$ cat src/rtl/wb_pkg.sv
// Shared constants and state encoding for the writeback result stage.
package wb_pkg;

  localparam int unsigned DATA_W       = 32;
  localparam int unsigned REG_AW       = 4;
  localparam int unsigned LINK_REG     = 15;
  localparam int unsigned LOAD_TIMEOUT = 15;

  // LLW/LHW immediate lives in the low half of the ALU result.
  // LLW replaces the low half of the old value, LHW replaces the high half.
  localparam int unsigned HALF_W  = DATA_W / 2;
  localparam int unsigned IMM_LSB = 0;

  typedef enum logic {
    ST_IDLE     = 1'b0,
    ST_WAIT_MEM = 1'b1
  } wbState_e;

endpackage

$ cat src/rtl/wb_merge.sv
// Combinational writeback data/address select: CALL > LLW > LHW > ALU result.
// Feeds both the registered write port and the forwarding path.
module wb_merge #(
  parameter int unsigned DATA_W   = wb_pkg::DATA_W,
  parameter int unsigned REG_AW   = wb_pkg::REG_AW,
  parameter int unsigned LINK_REG = wb_pkg::LINK_REG
) (
  input  logic [DATA_W-1:0] aluResult,
  input  logic [DATA_W-1:0] oldReg,
  input  logic [DATA_W-1:0] pc,
  input  logic [REG_AW-1:0] destReg,
  input  logic              wbEn,
  input  logic              llwCmd,
  input  logic              lhwCmd,
  input  logic              callCmd,
  output logic [DATA_W-1:0] data,
  output logic [REG_AW-1:0] addr,
  output logic              we
);
  import wb_pkg::*;

  logic [HALF_W-1:0] imm;

  assign imm = aluResult[IMM_LSB +: HALF_W];

  always_comb begin
    data = aluResult;
    addr = destReg;
    // Register 0 is never written by ordinary ops.
    we   = wbEn && (destReg != '0);
    if (callCmd) begin
      data = pc + DATA_W'(1);
      addr = REG_AW'(LINK_REG);
      we   = 1'b1;
    end else if (llwCmd) begin
      data = {oldReg[DATA_W-1:HALF_W], imm};
    end else if (lhwCmd) begin
      data = {imm, oldReg[HALF_W-1:0]};
    end
  end

endmodule

$ cat src/rtl/wb_result_stage.sv
// Writeback result stage: one register-file write per accepted op, LOAD waits for memory.
// Optional zero-latency bypass outputs enabled by defining WB_FORWARD_EN.
module wb_result_stage #(
  parameter int unsigned DATA_W       = wb_pkg::DATA_W,
  parameter int unsigned REG_AW       = wb_pkg::REG_AW,
  parameter int unsigned LINK_REG     = wb_pkg::LINK_REG,
  parameter int unsigned LOAD_TIMEOUT = wb_pkg::LOAD_TIMEOUT
) (
  input  logic              iClk,
  input  logic              iReset,
  input  logic              iValid,
  output logic              oReady,
  input  logic [DATA_W-1:0] iAluResult,
  input  logic [DATA_W-1:0] iOldReg,
  input  logic [REG_AW-1:0] iDestReg,
  input  logic              iWbEn,
  input  logic              iLoadCmd,
  input  logic              iLlwCmd,
  input  logic              iLhwCmd,
  input  logic              iCallCmd,
  input  logic [DATA_W-1:0] iPc,
  input  logic              iMemValid,
  input  logic [DATA_W-1:0] iMemData,
  output logic              oRegWe,
  output logic [REG_AW-1:0] oRegAddr,
  output logic [DATA_W-1:0] oRegData,
  output logic              oLoadTimeout,
  output logic              oFwdValid,
  output logic [REG_AW-1:0] oFwdReg,
  output logic [DATA_W-1:0] oFwdData
);
  import wb_pkg::*;

  localparam int unsigned CNT_W = $clog2(LOAD_TIMEOUT + 1);

  wbState_e          state;
  logic [CNT_W-1:0]  count;
  logic [REG_AW-1:0] loadReg;
  logic              loadWbEn;
  logic              loadWe;
  logic              accept;
  logic [DATA_W-1:0] mergeData;
  logic [REG_AW-1:0] mergeAddr;
  logic              mergeWe;

  assign oReady = (state == ST_IDLE);
  assign accept = iValid && oReady;
  assign loadWe = loadWbEn && (loadReg != '0);

  wb_merge #(
    .DATA_W   (DATA_W),
    .REG_AW   (REG_AW),
    .LINK_REG (LINK_REG)
  ) uMerge (
    .aluResult (iAluResult),
    .oldReg    (iOldReg),
    .pc        (iPc),
    .destReg   (iDestReg),
    .wbEn      (iWbEn),
    .llwCmd    (iLlwCmd),
    .lhwCmd    (iLhwCmd),
    .callCmd   (iCallCmd),
    .data      (mergeData),
    .addr      (mergeAddr),
    .we        (mergeWe)
  );

  always_ff @(posedge iClk or posedge iReset) begin
    if (iReset) begin
      state        <= ST_IDLE;
      count        <= '0;
      loadReg      <= '0;
      loadWbEn     <= 1'b0;
      oRegWe       <= 1'b0;
      oRegAddr     <= '0;
      oRegData     <= '0;
      oLoadTimeout <= 1'b0;
    end else begin
      oRegWe <= 1'b0;
      case (state)
        ST_IDLE: begin
          if (accept) begin
            if (iLoadCmd) begin
              loadReg  <= iDestReg;
              loadWbEn <= iWbEn;
              count    <= '0;
              state    <= ST_WAIT_MEM;
            end else if (mergeWe) begin
              oRegWe   <= 1'b1;
              oRegAddr <= mergeAddr;
              oRegData <= mergeData;
            end
          end
        end
        ST_WAIT_MEM: begin
          // Data arriving on the timeout cycle still completes the load.
          if (iMemValid) begin
            state <= ST_IDLE;
            if (loadWe) begin
              oRegWe   <= 1'b1;
              oRegAddr <= loadReg;
              oRegData <= iMemData;
            end
          end else if (count == CNT_W'(LOAD_TIMEOUT)) begin
            oLoadTimeout <= 1'b1;
            state        <= ST_IDLE;
          end else begin
            count <= count + CNT_W'(1);
          end
        end
        default: state <= ST_IDLE;
      endcase
    end
  end

`ifdef WB_FORWARD_EN
  // Mirrors what the write port will present on the following cycle.
  always_comb begin
    oFwdValid = 1'b0;
    oFwdReg   = '0;
    oFwdData  = '0;
    if (state == ST_IDLE) begin
      if (accept && !iLoadCmd && mergeWe) begin
        oFwdValid = 1'b1;
        oFwdReg   = mergeAddr;
        oFwdData  = mergeData;
      end
    end else if (iMemValid && loadWe) begin
      oFwdValid = 1'b1;
      oFwdReg   = loadReg;
      oFwdData  = iMemData;
    end
  end
`else
  assign oFwdValid = 1'b0;
  assign oFwdReg   = '0;
  assign oFwdData  = '0;
`endif

endmodule

$ cat config.mk
export PLATFORM = sky130hd
export DESIGN_NAME = wb_result_stage
export DESIGN_NICKNAME = d
export VERILOG_FILES = /design/src/rtl/wb_pkg.sv /design/src/rtl/wb_merge.sv /design/src/rtl/wb_result_stage.sv
export SDC_FILE = /design/constraint.sdc
export NUM_CORES = 1
export LEC_CHECK = 0
export CAP_MARGIN = 20
export CORE_MARGIN = 2
export CORE_UTILIZATION = 46
export CTS_CLUSTER_DIAMETER = 200
export DETAILED_ROUTE_END_ITERATION = 7
export DONT_BUFFER_PORTS = 1
export GPL_TIMING_DRIVEN = 0
export SLEW_MARGIN = 20
export SYNTH_ARGS = -nofsm -noshare
export SYNTH_HDL_FRONTEND = slang
export SYNTH_HIERARCHICAL = 1
export SYNTH_SLANG_ARGS = --single-unit
export TNS_END_PERCENT = 5
$ cat constraint.sdc
create_clock -name iClk -period 1.8 [get_ports iClk]
set_input_delay 0.18 -clock iClk [delete_from_list [all_inputs] [get_ports iClk]]
set_output_delay 0.18 -clock iClk [all_outputs]
set_load 0.005 [all_outputs]
==> reports/metrics.yaml <==
status:
  outcome: "finished with violations"
  violations: "negative setup slack"
final_layout:
  area_growth_pct: 12.6
  drive_gt1_share_pct: 33.9
  n_antenna_cell: 0
  layout.nets: 634
sta:
  slew_viol_final: 0
  clock_skew_ns: 0.0118
  fin_ws_ns: -0.136
  hold_viol: 0
  fmax_ghz: 0.516
  setup_viol: 11
  finalCritPeriodShare_pct: 108
  worst_pin_slew_ns: 0.594
  max_slew_margin_pct: 60.4
  rsz0062_at_grt: "yes"
  finalCriticalPeriod_ns: 1.94
global_routing:
  first_global_vias: 3569
  grt_pass1_wl_um: 20300
  grt_max_degree: 34
  grt_antenna_before_repair: 0
  grt_overflow: 0
  track_usage_pct: 26.4
logic_synthesis:
  synth_area_um2: 4290
  yosysSeqAreaShare_pct: 28.0
  synthCells: 442
  synth_top_area_cell: "dfrtp_1"
  async_flop_share_pct: 100
  synth_top_area_share_pct: 28.0
  ys_ff_latch: 48
  synth_warnings: 6
  synth_edf_count: 0
  ys.flop_type: "dfrtp_1"
  syn_avg_cell_area_um2: 9.70
  ys_types: 48
  ys_top_cells_by_area: "dfrtp_1 (28%), mux2_2 (15%), mux2_4 (7.4%)"
run:
  max-cap-violations: 0
drt:
  drtIter0Drc: 156
  wl_per_cell_um: 22.3
  ant_nets: 0
  firstDrtPassIters: 5
  drc: 0
  drt-total-wl_um: 13400
  dr_total_vias: 3592
  drt-vias-per-instance: 5.96
clock_network:
  clock_latency_ns: 0.31
  clockBufferDepth: 2
  clkSinkCount: 48
  cts_tree: "built"
  cts_root_buffer: "clkbuf_8"
  clk_pin_slew_ns: 0.10
  cts_htree_levels: 2
  numCtsBuffers: 5
power:
  p_clk_share_pct: 22.0
  p_leak_uw: 0.00198
  p_sw_uw: 1210
  p_per_area_nw_per_um2: 797
  p_seq_share_pct: 46.5
  ir_worst_vdd_uv: 491
  total_power_uw: 3850
  sw_frac_of_total_pct: 31.6
  p_int_uw: 2630
  power_frac_comb_pct: 31.4
placement:
  place.gp.congestion: 0.913
  pre_cts_slack_ns: -0.572
  dp_hpwl_um: 10800
  io_buffers: 0
floorplan:
  dieArea_um2: 10100
  die_h_um: 101
  top_level_ports: 217
  die_w_um: 101
  fp-row-count: 35
  core_area_um2: 9150
  initial_core_util_pct: 46.8
worst_setup_path:
  start_kind: "input pin"
  path_class: "in2reg"
  cp-end-kind: "register"
  required_ns: 2.00
  worstPathArrival_ns: 2.14
  cp_max_fo: 10
worst_hold_path:
  hold_class: "in2reg"
-- logic make-up (layout without fill, tap and decap cells) --
family                     after synthesis  after routing  share of synthesized area (%)
AOI/OAI and AO/OA                       82             82                           13.2
xor gates and xnor gates                12             12                           2.45
adders and majority gates                2              2                          0.584
buffers and inverters                   74             88                           10.9
DFF                                     48             48                           28.0
muxes                                  101            101                           27.7
other                                    1             37                         0.0875
and+or+nand+nor                        122            122                           17.1
-- per-stage QoR --
stage	cell area [um^2]	hold WS [ns]	std cells	util (%)	TNS (ns)
global route	4820	0.000689	603	52.7	-1.75
CTS	4790	0.00465	601	52.3	-0.312
global placement	4580	0.332	589	50.1	-21.87
finish	4820	0.0169	603	52.7	-0.793
detailed placement	4600	0.0705	590	50.3	-16.77
floorplan	4440	0.331	478	-	-4.73
-- layer usage --
| metal | vias up | track usage (%) | wire length (um) |
|---|---|---|---|
| met1 | 1698 | 33.1 | 5210 |
| met4 | 0 | 8.01 | 328 |
| li1 | 1671 | - | - |
| met5 | - | 0 | 0 |
| met2 | 199 | 43.3 | 6420 |
| met3 | 24 | 8.60 | 1480 |
-- synth_stat cells, drive strengths merged (2+ instances only) --
cell / instances
a211oi: 25
a21o: 2
a21oi: 9
a31oi: 17
and3: 2
and4: 3
buf: 50
clkbuf: 16
dfrtp: 48
ha: 2
inv: 8
mux2: 79
mux2i: 22
nand2: 16
nand2b: 5
nand3: 20
nand3b: 3
nand4: 10
nor2: 16
nor2b: 13
nor3: 4
nor4: 4
o211ai: 4
o21ai: 10
o31ai: 11
or2: 4
or3: 3
or4: 16
xnor2: 9
xor2: 3
-- layout make-up --
type	count	area, um^2
tap	111	139
buffer	66	460
clock inverter	3	46.3
inverter	8	30.0
multi-input combinational	356	2820
sequential	48	1200
fill	861	4330
timing repair buffer	6	62.6
clock buffer	5	68.8
-- cell usage in the layout (no fill, tap or decap), types with 10 or more instances in the layout --
| cell type | n |
|---|---|
| conb_1 | 37 |
| clkbuf_1 | 10 |
| mux2_4 | 22 |
| nand2_1 | 16 |
| nor2_1 | 16 |
| mux2_2 | 57 |
| dfrtp_1 | 48 |
| buf_4 | 44 |
| a31oi_1 | 16 |
| nand3_1 | 19 |
| mux2i_1 | 22 |
| a211oi_1 | 23 |
| nor2b_1 | 13 |
| or4_1 | 14 |
-- critical path: stages --
cell and delay, ns:
ha_4 0.13, nand4_1 0.18, or4_4 0.57, buf_6 0.18, o31ai_1 0.22, a31oi_1 0.14
mux2_2 0.29, mux2_4 0.25
-- power by group through the flow --
stage / Combinational, uW / Clock (uW) / Sequential [uW]
global route: 1320 / 916 / 1840
finish: 1210 / 847 / 1790
global placement: 1160 / 0 / 1810
floorplan: 1030 / 0 / 1710
CTS: 1210 / 866 / 1800
detailed placement: 1190 / 0 / 1820
-- flip-flops by register name, indices dropped and copies added, names as in the netlist --
name	count
state	1
oLoadTimeout	1
oRegWe	1
loadReg	4
loadWbEn	1
oRegData	32
oRegAddr	4
count	4
-- worst paths after layout --
path	from	slack [ns]	cells after the start	to
worst min register to register	oLoadTimeout	0.50	1	oLoadTimeout
worst max-delay path	iPc[0]	-0.14	8	oRegData[22]
worst max register to register	state	0.08	4	oRegData[21]
worst min-delay path	iWbEn	0.02	1	loadWbEn
min in group asynchronous	iReset	0.29	2	oRegData[28]
max in group asynchronous	iReset	0.99	3	oRegData[9]
-- what timing repair did --
item | 4_1_cts | 5_1_grt
endpoints found under the hold margin | 15 | 1
pin swaps | 5 | 3
buffers inserted | 2 | 1
endpoints found under the setup margin | 33 | 34
hold buffers | 1 | 1
resized for setup | 13 | 8
Power figures use the tool's default switching activity.
